### config.mk
export PLATFORM = sky130hd
export DESIGN_NAME = regfile_scoreboard
export DESIGN_NICKNAME = d
export VERILOG_FILES = /design/src/rtl/regfile_scoreboard.sv
export SDC_FILE = /design/constraint.sdc
export NUM_CORES = 1
export LEC_CHECK = 0
export BUFFER_PORTS_ARGS = -buffer_cell sky130_fd_sc_hd__buf_4
export CAP_MARGIN = 10
export CORE_MARGIN = 2
export CORE_UTILIZATION = 25
export DETAILED_ROUTE_END_ITERATION = 7
export PLACE_DENSITY = 0.44
export SYNTH_ARGS = -nofsm -noshare
export SYNTH_HDL_FRONTEND = slang
export SYNTH_SLANG_ARGS = --single-unit
### constraint.sdc
create_clock -name clk -period 9.2 [get_ports clk]
set_input_delay 0 -clock clk [delete_from_list [all_inputs] [get_ports clk]]
set_output_delay 0 -clock clk [all_outputs]
set_load 0.01 [all_outputs]
### src/rtl/regfile_scoreboard.sv
// regfile_scoreboard
//   Pending-write scoreboard for the 32-entry MIPS register file.
//   Decode asks to issue; the scoreboard blocks RAW/WAW hazards using
//   per-register saturating pending-write counters. Writeback retires writes.
//   A drain FSM quiesces issue until nothing is pending and then pulses drain_ack.
//   flush discards all pending-write tracking.
//   Optional feature macro: STALL_COUNT_EN adds a 32-bit stall cycle counter
//   output (stall_cnt).
module regfile_scoreboard #(
    parameter int NREG   = 32,
    parameter int ADDR_W = 5,
    parameter int CNT_W  = 2
) (
    input  logic              clk,
    input  logic              rst,
    input  logic              issue_valid,
    output logic              issue_ready,
    input  logic [ADDR_W-1:0] issue_rs,
    input  logic [ADDR_W-1:0] issue_rt,
    input  logic [ADDR_W-1:0] issue_rd,
    input  logic              issue_use_rs,
    input  logic              issue_use_rt,
    input  logic              issue_wr,
    input  logic              wb_valid,
    input  logic [ADDR_W-1:0] wb_rd,
    input  logic              flush,
    input  logic              drain_req,
    output logic              drain_ack,
    output logic [NREG-1:0]   busy_vec,
    output logic              wb_err
`ifdef STALL_COUNT_EN
    ,
    output logic [31:0]       stall_cnt
`endif
);

    localparam logic [CNT_W-1:0] CNT_MAX = {CNT_W{1'b1}};

    typedef enum logic [1:0] {
        ST_RUN   = 2'd0,
        ST_DRAIN = 2'd1,
        ST_DONE  = 2'd2
    } state_t;

    state_t                      state_q, state_d;
    logic [NREG-1:0][CNT_W-1:0]  cnt_q, cnt_d;
    logic [NREG-1:0]             busy_q, busy_d;
    logic                        wb_err_q, wb_err_d;
    logic [NREG-1:0]             inc_vec, dec_vec;
    logic                        hazard;
    logic                        accept;
    logic                        all_zero_d;

    // Per-register increment/decrement requests; register 0 is never tracked.
    for (genvar gi = 0; gi < NREG; gi++) begin : g_req
        if (gi == 0) begin : g_zero
            assign inc_vec[gi] = 1'b0;
            assign dec_vec[gi] = 1'b0;
        end else begin : g_track
            assign inc_vec[gi] = accept & issue_wr & (issue_rd == ADDR_W'(gi));
            assign dec_vec[gi] = wb_valid & (wb_rd == ADDR_W'(gi));
        end
        assign busy_d[gi] = |cnt_d[gi];
    end

    // Hazard detection and issue handshake, from registered counters only.
    always_comb begin
        hazard = 1'b0;
        if (issue_use_rs && (issue_rs != '0) && (cnt_q[issue_rs] != '0))
            hazard = 1'b1;
        if (issue_use_rt && (issue_rt != '0) && (cnt_q[issue_rt] != '0))
            hazard = 1'b1;
        if (issue_wr && (issue_rd != '0) && (cnt_q[issue_rd] == CNT_MAX))
            hazard = 1'b1;
        issue_ready = (state_q == ST_RUN) && !flush && !hazard;
        accept      = issue_valid && issue_ready;
    end

    // Counter update: flush wins; simultaneous inc+dec on one register cancels.
    always_comb begin
        cnt_d = cnt_q;
        if (flush) begin
            cnt_d = '0;
        end else begin
            for (int i = 0; i < NREG; i++) begin
                case ({inc_vec[i], dec_vec[i]})
                    2'b10: if (cnt_q[i] != CNT_MAX) cnt_d[i] = cnt_q[i] + CNT_W'(1);
                    2'b01: if (cnt_q[i] != '0)      cnt_d[i] = cnt_q[i] - CNT_W'(1);
                    default: cnt_d[i] = cnt_q[i];
                endcase
            end
        end
        all_zero_d = (cnt_d == '0);
    end

    // Sticky error: a writeback retired a register with nothing pending.
    always_comb begin
        wb_err_d = wb_err_q;
        if (wb_valid && (wb_rd != '0) && (cnt_q[wb_rd] == '0))
            wb_err_d = 1'b1;
    end

    // Drain FSM: stop issue, wait for every counter to reach zero, pulse ack.
    always_comb begin
        state_d = state_q;
        case (state_q)
            ST_RUN:   if (drain_req) state_d = ST_DRAIN;
            ST_DRAIN: if (all_zero_d) state_d = ST_DONE;
            ST_DONE:  state_d = ST_RUN;
            default:  state_d = ST_RUN;
        endcase
    end

    // State registers.
    always_ff @(posedge clk or negedge rst) begin
        if (!rst) begin
            state_q  <= ST_RUN;
            cnt_q    <= '0;
            busy_q   <= '0;
            wb_err_q <= 1'b0;
        end else begin
            state_q  <= state_d;
            cnt_q    <= cnt_d;
            busy_q   <= busy_d;
            wb_err_q <= wb_err_d;
        end
    end

    assign busy_vec  = busy_q;
    assign wb_err    = wb_err_q;
    assign drain_ack = (state_q == ST_DONE);

`ifdef STALL_COUNT_EN
    logic [31:0] stall_cnt_q, stall_cnt_d;

    // Count cycles where decode is held off; wraps naturally, unaffected by flush.
    always_comb begin
        stall_cnt_d = stall_cnt_q;
        if (issue_valid && !issue_ready)
            stall_cnt_d = stall_cnt_q + 32'd1;
    end

    // Stall counter register.
    always_ff @(posedge clk or negedge rst) begin
        if (!rst) stall_cnt_q <= '0;
        else      stall_cnt_q <= stall_cnt_d;
    end

    assign stall_cnt = stall_cnt_q;
`endif

endmodule

==> impl_results.md, run 1 <==
- Syn nets: 1063
- # resized after CTS: 0
- First-pass GRT wire length: 45000 um
- Clk_skew: 0.0104 ns
- Gp weighted congestion: 0.857
- Req. time, crit path: 9.49 ns
- R2R depth: 15
- TritonCTS clock tree: built
- Gate Count Post-Synth: 972
- Delay-heaviest family, CP: simple AND/OR/NAND/NOR gates
- Synth Flop Type: dfrtp_1
- Cell at the slowest stage of the critical path: nor4_1
- Worst R2R Setup Slack: 4.02 ns
- Worst rel slew slack: 41.9%
- Fin nets: 1098
- Register area share after synthesis: 30.5%
- I/O Pins: 64
- Die height: 184 um
- Fin Setup TNS: 0 ns
- Pwr Density: 111 nW/um^2
- GRT overflow: 0
- Area occupied by multi-input gates: 5250 um^2
- Post-detail-place hpwl: 22100 um
- Setup crit end kind: flip-flop
- Clock transition at path regs: 0.08 ns
- Initial Utilization: 25.2%
- Worst Hold End: cnt_q[54]
- Top cells by area, synth: dfrtp_1, ha_1, mux4_2
- Static Leakage: 3.71 nW
- Max Cap Violations: 0
- Largest area contributor in the netlist: dfrtp_1
- Root Buffer: clkbuf_16
- Post-synth EDFFs: 0
- Critical path buffers and inverters: 1
- Arr. time, crit path: 5.47 ns
- Share of cells above drive strength 1: 13.4%
- Commonest cells post-synth: nor2_1, dfrtp_1, o21ai_0
- Slew at the pin closest to its max-slew limit: 0.864 ns
- Final setup viols: 0
- Fmax: 193 MHz
- Delay of the slowest critical-path stage: 0.67 ns
- Die Area: 34000 um^2
- Core area: 32300 um^2
- Clock buffer count from CTS: 9
- Syn Area/Cell: 8.37 um^2
- Met1 WL: 13800 um
- Max VDD drop: 86.8 uV
- I/O Buffers: 63
- Die width: 184 um
- # clock sinks: 99
- Flip-flop and latch area: 2480 um^2
- Synthesized cell area: 8130 um^2
- Largest net degree at the start of global routing: 61
- Ys Warns: 0
- Reg2Reg Launch Point: cnt_q[26]
- GRT Total Usage: 17.7%
- Critical path class: reg -> reg
- 1st-iter DRT viols: 620
- Drt drc: 0
- Ys async rst share: 100%
- H-tree levels: 3
- Post-synth top area share: 30.5%
- Final ANT Viol Nets: 0
- Max Root-Sink Buffers: 2
- RSZ-0062 raised after global routing: false
- Fin. Hold Viols: 0
- Max Transition Viols Final: 0
- Post-route design area: 9340 um^2
- Synth-to-layout area growth: 14.8%
- Worst-skew pair later-pin latency: 0.36 ns
- FF-to-FF End: state_q[1]
- Top Layer Used: met4
- CP startpoint kind: flip-flop
- Tcrit/Tclk final: 56.3%
- Outcome: completed
- Metal3 WL: 1610 um
- Placed Instance Area: 9000 um^2
- DR pass1 iterations: 5
- Min-Delay Path Depth: 2
- Count leader, synth: nor2_1
- Initial antenna violation count: 0
- Diodes inserted: 0
- Post-synthesis register bit count: 99
- Synth cell types: 49
- Critical path, cell by cell: nor2_1, mux4_2, mux4_2, nor4b_4, buf_4, nor3_1, and3_1, ha_1, nor2b_1, o21ai_0, a41oi_1, nor4_1, nand4_1, nor3b_1, nor2b_1
- Vias in the first global route: 7228
- Fin crit period: 5.18 ns
- Crit-path max FO: 19
- WL final: 29700 um
- Vias: 7612
- Filler instances: 3414
- Drt via density: 5.24
- DR WL/cell: 20.4 um
- HP Class: in -> reg
- Row cnt: 66
- Met2 wire len: 13400 um
- Min-delay src: flush
==> cells in the final DEF, fill, tap and decap left out, drive strengths merged, types with 2 or more instances in the layout <==
cell type / netlist / final
mux2i: 6 / 6
a22oi: 4 / 4
nor3b: 5 / 5
mux4: 29 / 29
or4: 3 / 3
o21a: 3 / 3
or2: 4 / 4
nand2b: 13 / 13
a211oi: 20 / 20
a221oi: 2 / 2
and3: 33 / 33
a31oi: 7 / 7
nand4: 4 / 4
nand3: 42 / 42
dfrtp: 99 / 99
a41oi: 15 / 15
a21o: 29 / 29
nor4b: 4 / 4
o311ai: 2 / 2
o22ai: 4 / 4
nor3: 74 / 74
dlygate4sd3: 0 / 3
nor2: 103 / 103
a21oi: 69 / 69
nor4: 8 / 8
nor2b: 28 / 28
and2: 21 / 21
clkinvlp: 0 / 2
mux2: 20 / 20
or3: 3 / 3
bufinv: 0 / 2
ha: 62 / 62
o21ai: 83 / 83
inv: 54 / 54
buf: 14 / 69
nand2: 63 / 63
clkbuf: 34 / 12
nand3b: 2 / 2
==> report_power, final <==
group	switching, mW	internal [mW]	leakage [nW]
Sequential	0.00574	0.439	1.38
Clock	0.188	0.240	0.143
Combinational	0.121	0.0473	2.19
==> registers in the layout, summed over array words and instances (netlist names) <==
register  count
wb_err        1
cnt_q        64
busy_vec     32
state_q       2
==> final cells by class <==
class                           count  share of cell area, %
Tap cell                          442                   5.92
Multi-Input combinational cell    771                   56.2
Clock buffer                       12                   2.53
Sequential cell                    99                   26.5
Clock inverter                      4                  0.804
Inverter                           54                   2.17
Timing Repair Buffer               72                   5.87
==> logic make-up (layout without fill, tap and decap cells) <==
family	Yosys count	in the layout	share of synthesized area [%]
AO/OA/AOI/OAI	243	243	18.2
adder cells (fa/ha/maj)	62	62	9.54
buffers and inverters	102	142	5.02
flip-flops	99	99	30.5
multiplexers	55	55	11.5
AND/OR/NAND/NOR	411	411	25.2
==> layer usage <==
metal	GRT usage (%)	vias up
met1	24.8	3738
met5	0	-
met2	28.1	238
li1	-	3595
met4	5.47	0
met3	2.57	41
==> through the flow <==
stage	power, mW	hold WS (ns)	setup slack [ns]	cells	util (%)
2_1_floorplan	0.545	-0.296	5.51	972	-
3_3_place_gp	0.625	0.0788	3.98	1435	27.9
3_5_place_dp	0.623	0.0738	3.99	1435	27.9
4_1_cts	1.06	0.0387	3.94	1454	28.9
5_1_grt	1.09	0.0570	3.52	1454	28.9
6_report	1.04	0.0502	4.02	1454	28.9
==> how the worst max path moves through the flow <==
stage,from,endpoint,slack (ns),cells after the start
2_1_floorplan,cnt_q[61],state_q[1],5.51,13
5_1_grt,cnt_q[44],state_q[1],3.52,16
3_3_place_gp,cnt_q[2],state_q[1],3.98,15
3_5_place_dp,cnt_q[26],state_q[1],3.99,15
4_1_cts,cnt_q[26],state_q[1],3.94,15
6_report,cnt_q[26],state_q[1],4.02,15
==> repair_timing <==
item,4_1_cts,5_1_grt
endpoints found under the hold margin,44,0
hold buffers,3,0
setup buffers,0,0
No activity file was read; power rests on OpenSTA's default activity.
==> run 2, diff against run 1 <==
--- a/config.mk
+++ b/config.mk
@@ -10,7 +10,7 @@
 export CORE_MARGIN = 2
 export CORE_UTILIZATION = 25
 export DETAILED_ROUTE_END_ITERATION = 7
-export PLACE_DENSITY = 0.44
+export PLACE_DENSITY = 0.45
 export SYNTH_ARGS = -nofsm -noshare
 export SYNTH_HDL_FRONTEND = slang
 export SYNTH_SLANG_ARGS = --single-unit
==> constraint.sdc (replaced) <==
create_clock -name clk -period 4.3 [get_ports clk]
set_input_delay 0 -clock clk [delete_from_list [all_inputs] [get_ports clk]]
set_output_delay 0 -clock clk [all_outputs]
set_load 0.01 [all_outputs]
==> run 2 against run 1 <==
Register-to-register slack worse by 3.9 ns. Global-route usage up 0.61 points. Die area unchanged. Via count increased by 5.6%. Non-clock buffer count up 134. Critical path depth is 1 higher. Routed wire length is 4.4% higher. First-iteration DRC count fell by 23%. Clock skew up 0.0067 ns. Core utilization increased by 4.8 points.
==> impl_results.md, run 2 (synthesis results as in run 1) <==
- Gp weighted congestion: 0.908
- Fmax: 240 MHz
- RSZ-0062 raised after global routing: true
- Final ANT Viol Nets: 0
- Arr. time, crit path: 4.46 ns
- Placed Instances: 1551
- WL final: 31000 um
- Worst R2R Setup Slack: 0.14 ns
- Fin. Hold Viols: 0
- Worst-skew pair later-pin latency: 0.37 ns
- Initial Utilization: 25.2%
- Most common cell after layout, fill and taps aside: buf_4
- TritonCTS clock tree: built
- Worst rel slew slack: 40.4%
- FF-to-FF End: state_q[1]
- Clock buffer count from CTS: 9
- Drt drc: 0
- Die Area: 34000 um^2
- Busiest grt layer: met2
- Largest net degree at the start of global routing: 65
- Final setup viols: 0
- Reg2Reg Launch Point: cnt_q[27]
- Min-delay src: wb_rd[4]
- Die width: 184 um
- Pwr Density: 209 nW/um^2
- Top reg by flops: cnt_q
- Fin Setup TNS: 0 ns
- I/O Buffers: 63
- Static Leakage: 4.46 nW
- CP startpoint kind: flip-flop
- Root Buffer: clkbuf_16
- Most frequent cells in the layout: buf_4, nor2_1, dfrtp_1, nor3_1, a21oi_1
- Slew at the pin closest to its max-slew limit: 0.894 ns
- HP Class: in -> reg
- Clk_skew: 0.0171 ns
- Max Root-Sink Buffers: 2
- GRT overflow: 0
- I/O Pins: 64
- Vias: 8040
- Max Transition Viols Final: 0
- H-tree levels: 3
- M3 GR Usage: 3.08%
- DR WL/cell: 19.5 um
- Max Cap Violations: 0
- R2R depth: 16
- First-pass GRT wire length: 46300 um
- GRT Total Usage: 18.3%
- 1st-iter DRT viols: 478
- Core area: 32300 um^2
- Share of cells above drive strength 1: 29.3%
- Drt via density: 5.06
- Min-Delay Path Depth: 3
- Row cnt: 66
- Pwr Total: 2.27 mW
- Critical path class: reg -> reg
- Clock transition at path regs: 0.07 ns
- Fin crit period: 4.16 ns
- Die height: 184 um
- Vias in the first global route: 7673
- Outcome: completed
- Fin nets: 1232
- Tcrit/Tclk final: 96.8%
- Finished Layout Cells: 1588
- Post-detail-place hpwl: 23100 um
- # clock sinks: 99
- Met1 global-route usage: 24.7%
- Initial antenna violation count: 0
- Crit-path max FO: 8
- Worst Hold End: wb_err
- Setup crit end kind: flip-flop
- DR pass1 iterations: 5
- Max reg flops: 64
- Met2 usage: 29.0%
- Req. time, crit path: 4.60 ns
- Max VDD drop: 229 uV
- Synth-to-layout area growth: 33.8%
- Filler instances: 3370
## run 2: changes by cell type in the layout (fill, tap and decap cells not counted), sizes merged
cell | before | now
clkinvlp | 2 | 0
diode | 0 | 1
buf | 69 | 201
clkinv | 0 | 3
## run 2: area by class of cell
type | instances | area [um^2] | area share, %
antenna | 1 | 2.50 | 0.0230
tap | 442 | 553 | 5.08
clock inverter | 5 | 78.8 | 0.724
sequential | 99 | 2480 | 22.8
timing repair buffer | 206 | 1670 | 15.4
inverter | 54 | 203 | 1.86
multi-input combinational | 771 | 5660 | 52.0
clock buffer | 10 | 229 | 2.10
## run 2: timing repair
item                       in CTS  in global routing
hold buffers                    3                  0
pin swaps                      10                 31
setup endpoints to repair       2                  2
setup buffers                   9                  8
hold endpoints to repair       58                  0
gates resized for setup        15                107
cloned                          0                  2
## run 2: how the worst max path moves through the flow
stage	startpoint	end	slack [ns]	depth (start not counted)
global placement	cnt_q[18]	state_q[1]	-0.10	15
finish	cnt_q[27]	state_q[1]	0.14	16
CTS	cnt_q[27]	state_q[1]	0.008	16
global route	cnt_q[44]	state_q[1]	-0.06	17
floorplan	cnt_q[61]	state_q[1]	0.61	13
detailed placement	issue_rd[0]	state_q[1]	-0.13	15
## run 2: critical path, stage by stage (launching register included)
cell	delay, ns
dfrtp_1	0.40
nor2_1	0.09
mux4_2	0.49
mux4_2	0.52
nor4b_4	0.24
buf_6	0.17
buf_12	0.14
nor3_2	0.05
and3_1	0.17
ha_2	0.20
nor2b_4	0.13
o21ai_1	0.25
a41oi_4	0.24
nor4_4	0.32
nand4_1	0.25
nor3b_2	0.27
nor2b_2	0.16
## run 2: routing by layer
metal	vias up	routed length (um)
met5	-	0
met4	0	1170
met3	51	1850
met2	277	14000
met1	3842	14000
li1	3870	-
## run 2: power by group
part           internal (mW)  switching [mW]
Combinational          0.145           0.269
Sequential             0.939          0.0103
Clock                  0.507           0.400
## run 2: through the flow
step | hold slack [ns] | util [%] | cell area (um^2) | worst slack [ns]
finish | 0.0496 | 33.7 | 10900 | 0.137
global route | 0.0825 | 33.7 | 10900 | -0.0622
CTS | 0.0383 | 32.2 | 10400 | 0.00827
detailed placement | 0.151 | 30.7 | 9920 | -0.131
global placement | 0.133 | 30.7 | 9920 | -0.103
floorplan | -0.296 | - | 8130 | 0.608
==> run 3, diff against run 2 <==
--- a/config.mk
+++ b/config.mk
@@ -7,6 +7,7 @@
 export LEC_CHECK = 0
 export BUFFER_PORTS_ARGS = -buffer_cell sky130_fd_sc_hd__buf_4
 export CAP_MARGIN = 10
+export CORE_ASPECT_RATIO = 0.8
 export CORE_MARGIN = 2
 export CORE_UTILIZATION = 25
 export DETAILED_ROUTE_END_ITERATION = 7
==> run 3 against run 2 <==
Routed wire length is 0.61% lower. Global-route usage is 0.27 points lower. Total power decreased by 5.9%. Critical path depth is 1 higher. Register-to-register slack worse by 0.06 ns. Critical endpoint unchanged. Largest power group unchanged. Final area grew 2.2%. Largest cell class unchanged. Core utilization grew 0.77 points. Sequential power about the same. Worst hold slack worse by 0.0061 ns. Non-clock buffer count rose by 27.
==> impl_results.md, run 3 (synthesis results as in run 1) <==
- CP startpoint kind: flip-flop
- Setup crit end kind: flip-flop
- Largest net degree at the start of global routing: 71
- Crit-path max FO: 5
- Drt via density: 5.13
- Delay of the slowest critical-path stage: 0.52 ns
- GRT overflow: 0
- Switching power total: 659 uW
- Final setup viols: 0
- First-pass GRT wire length: 45600 um
- Outcome: completed
- Drt drc: 0
- H-tree levels: 3
- Comb power frac: 19.2%
- Initial antenna violation count: 0
- Die Area: 34000 um^2
- Top reg by flops: cnt_q
- Worst rel slew slack: 37.4%
- # clock sinks: 99
- I/O Pins: 64
- Fin worst setup slack: 0.0753 ns
- Vias: 8209
- Max Cap Violations: 0
- Row cnt: 59
- Vias in the first global route: 7553
- Share of cells above drive strength 1: 33.4%
- Sw frac: 30.8%
- Most common cell after layout, fill and taps aside: buf_4
- Critical path, cell by cell: nor2_4, mux4_2, mux4_2, nor4b_4, buf_6, buf_12, nor3_4, and3_4, ha_4, nor2b_4, o21ai_2, a41oi_2, nor4_2, buf_4, nand4_1, nor3b_2, nor2b_1
- TritonCTS clock tree: built
- Max VDD drop: 186 uV
- Root Buffer: clkbuf_16
- Delay-heaviest family, CP: simple AND/OR/NAND/NOR gates
- Fin. Hold Viols: 0
- Die height: 165 um
- Die width: 206 um
- Pwr Density: 192 nW/um^2
- DR pass1 iterations: 5
- Clk pwr share: 36.3%
- Diodes inserted: 0
- Fmax: 237 MHz
- Static Leakage: 4.56 nW
- Fin nets: 1259
- Most used cell, CP: mux4_2
- Core area: 32300 um^2
- Critical path class: reg -> reg
- Max Transition Viols Final: 0
- Fin Setup TNS: 0 ns
- Clock transition at path regs: 0.07 ns
- GRT Total Usage: 18.1%
- Cell at the slowest stage of the critical path: mux4_2
- Post-place setup slack: -0.292 ns
- Max Root-Sink Buffers: 2
- Initial Utilization: 25.2%
- Req. time, crit path: 4.60 ns
- Clk_skew: 0.00927 ns
- Critical path buffers and inverters: 3
- Final ANT Viol Nets: 0
- Synth-to-layout area growth: 36.8%
- Tcrit/Tclk final: 98.2%
- Most frequent cells in the layout: buf_4, nor2_1, dfrtp_1, a21oi_1, nor3_1
- RSZ-0062 raised after global routing: true
- HP Class: in -> reg
- Post-detail-place hpwl: 23400 um
- Slew at the pin closest to its max-slew limit: 0.939 ns
- Worst-skew pair later-pin latency: 0.37 ns
- Pint: 1.48 mW
- I/O Buffers: 63
- DR WL/cell: 19.2 um
- Clock buffer count from CTS: 9
- Arr. time, crit path: 4.52 ns
- Max reg flops: 64
- 1st-iter DRT viols: 652
- WL final: 30800 um
- Fin crit period: 4.22 ns
- Gp weighted congestion: 0.866
- Part of the power in registers: 44.5%
run 3: cell count changes in the layout (fill, tap and decap cells not counted), moves of 4 or more:
| cell | previous run | this run |
|---|---|---|
| buf_4 | 192 | 224 |
| clkbuf_1 | 1 | 5 |
| ha_1 | 50 | 42 |
| ha_4 | 5 | 11 |
| nor3_1 | 69 | 65 |
| o21ai_0 | 45 | 40 |
| o21ai_2 | 12 | 20 |
run 3: final timing paths:
path                            startpoint           to  slack [ns]  cells past startpoint
worst max-delay path             cnt_q[27]   state_q[1]        0.08                     17
min in group asynchronous              rst  busy_vec[9]        0.28                      2
worst max register to register   cnt_q[27]   state_q[1]        0.08                     17
worst min register to register  state_q[1]   state_q[1]        0.48                      1
max in group asynchronous              rst    cnt_q[27]        2.91                      3
worst min-delay path              wb_valid       wb_err        0.04                      3
run 3: timing repair:
item / in CTS / in global routing
setup endpoints to repair: 2 / 2
gates resized for setup: 43 / 114
pin swaps: 22 / 44
setup buffers: 16 / 28
hold buffers: 2 / 0
cloned: 0 / 0
hold endpoints to repair: 62 / 0
run 3: stage by stage:
| step | instance area (um^2) | hold slack [ns] | util [%] | instances | total power, mW |
|---|---|---|---|---|---|
| 3_3_place_gp | 9920 | 0.195 | 30.8 | 1539 | 1.36 |
| 4_1_cts | 10500 | 0.0172 | 32.4 | 1573 | 2.14 |
| 2_1_floorplan | 8130 | -0.296 | - | 972 | 1.17 |
| 6_report | 11100 | 0.0434 | 34.5 | 1600 | 2.14 |
| 5_1_grt | 11100 | 0.0672 | 34.5 | 1600 | 2.23 |
| 3_5_place_dp | 9920 | 0.194 | 30.8 | 1539 | 1.36 |
run 3: worst min-delay path, cell delays in order:
cell	delay [ns]
buf_4	0.15
nand4b_1	0.15
nand2_1	0.06
run 3: layer usage:
metal / up-vias / wire length [um] / part of all wire [%] / track usage, %
met2: 279 / 13400 / 44 / 26.8
met4: 0 / 564 / 1.8 / 4.84
li1: 3925 / - / - / -
met3: 37 / 1930 / 6.3 / 3.49
met5: - / 0 / 0 / 0
met1: 3968 / 14900 / 48 / 26.5
run 3: power by group through the flow:
| stage | sequential, mW | clock, mW | combinational [mW] |
|---|---|---|---|
| floorplan | 0.965 | 0 | 0.202 |
| global placement | 0.969 | 0 | 0.393 |
| detailed placement | 0.968 | 0 | 0.394 |
| CTS | 0.951 | 0.793 | 0.401 |
| global route | 0.952 | 0.839 | 0.442 |
| finish | 0.951 | 0.775 | 0.411 |
run 3: layout make-up:
cell class / instances / area, um^2
fill: 3374 / 21100
sequential: 99 / 2480
timing repair buffer: 233 / 1820
multi-input combinational: 771 / 5820
inverter: 54 / 203
tap: 427 / 534
clock inverter: 2 / 12.5
clock buffer: 14 / 244
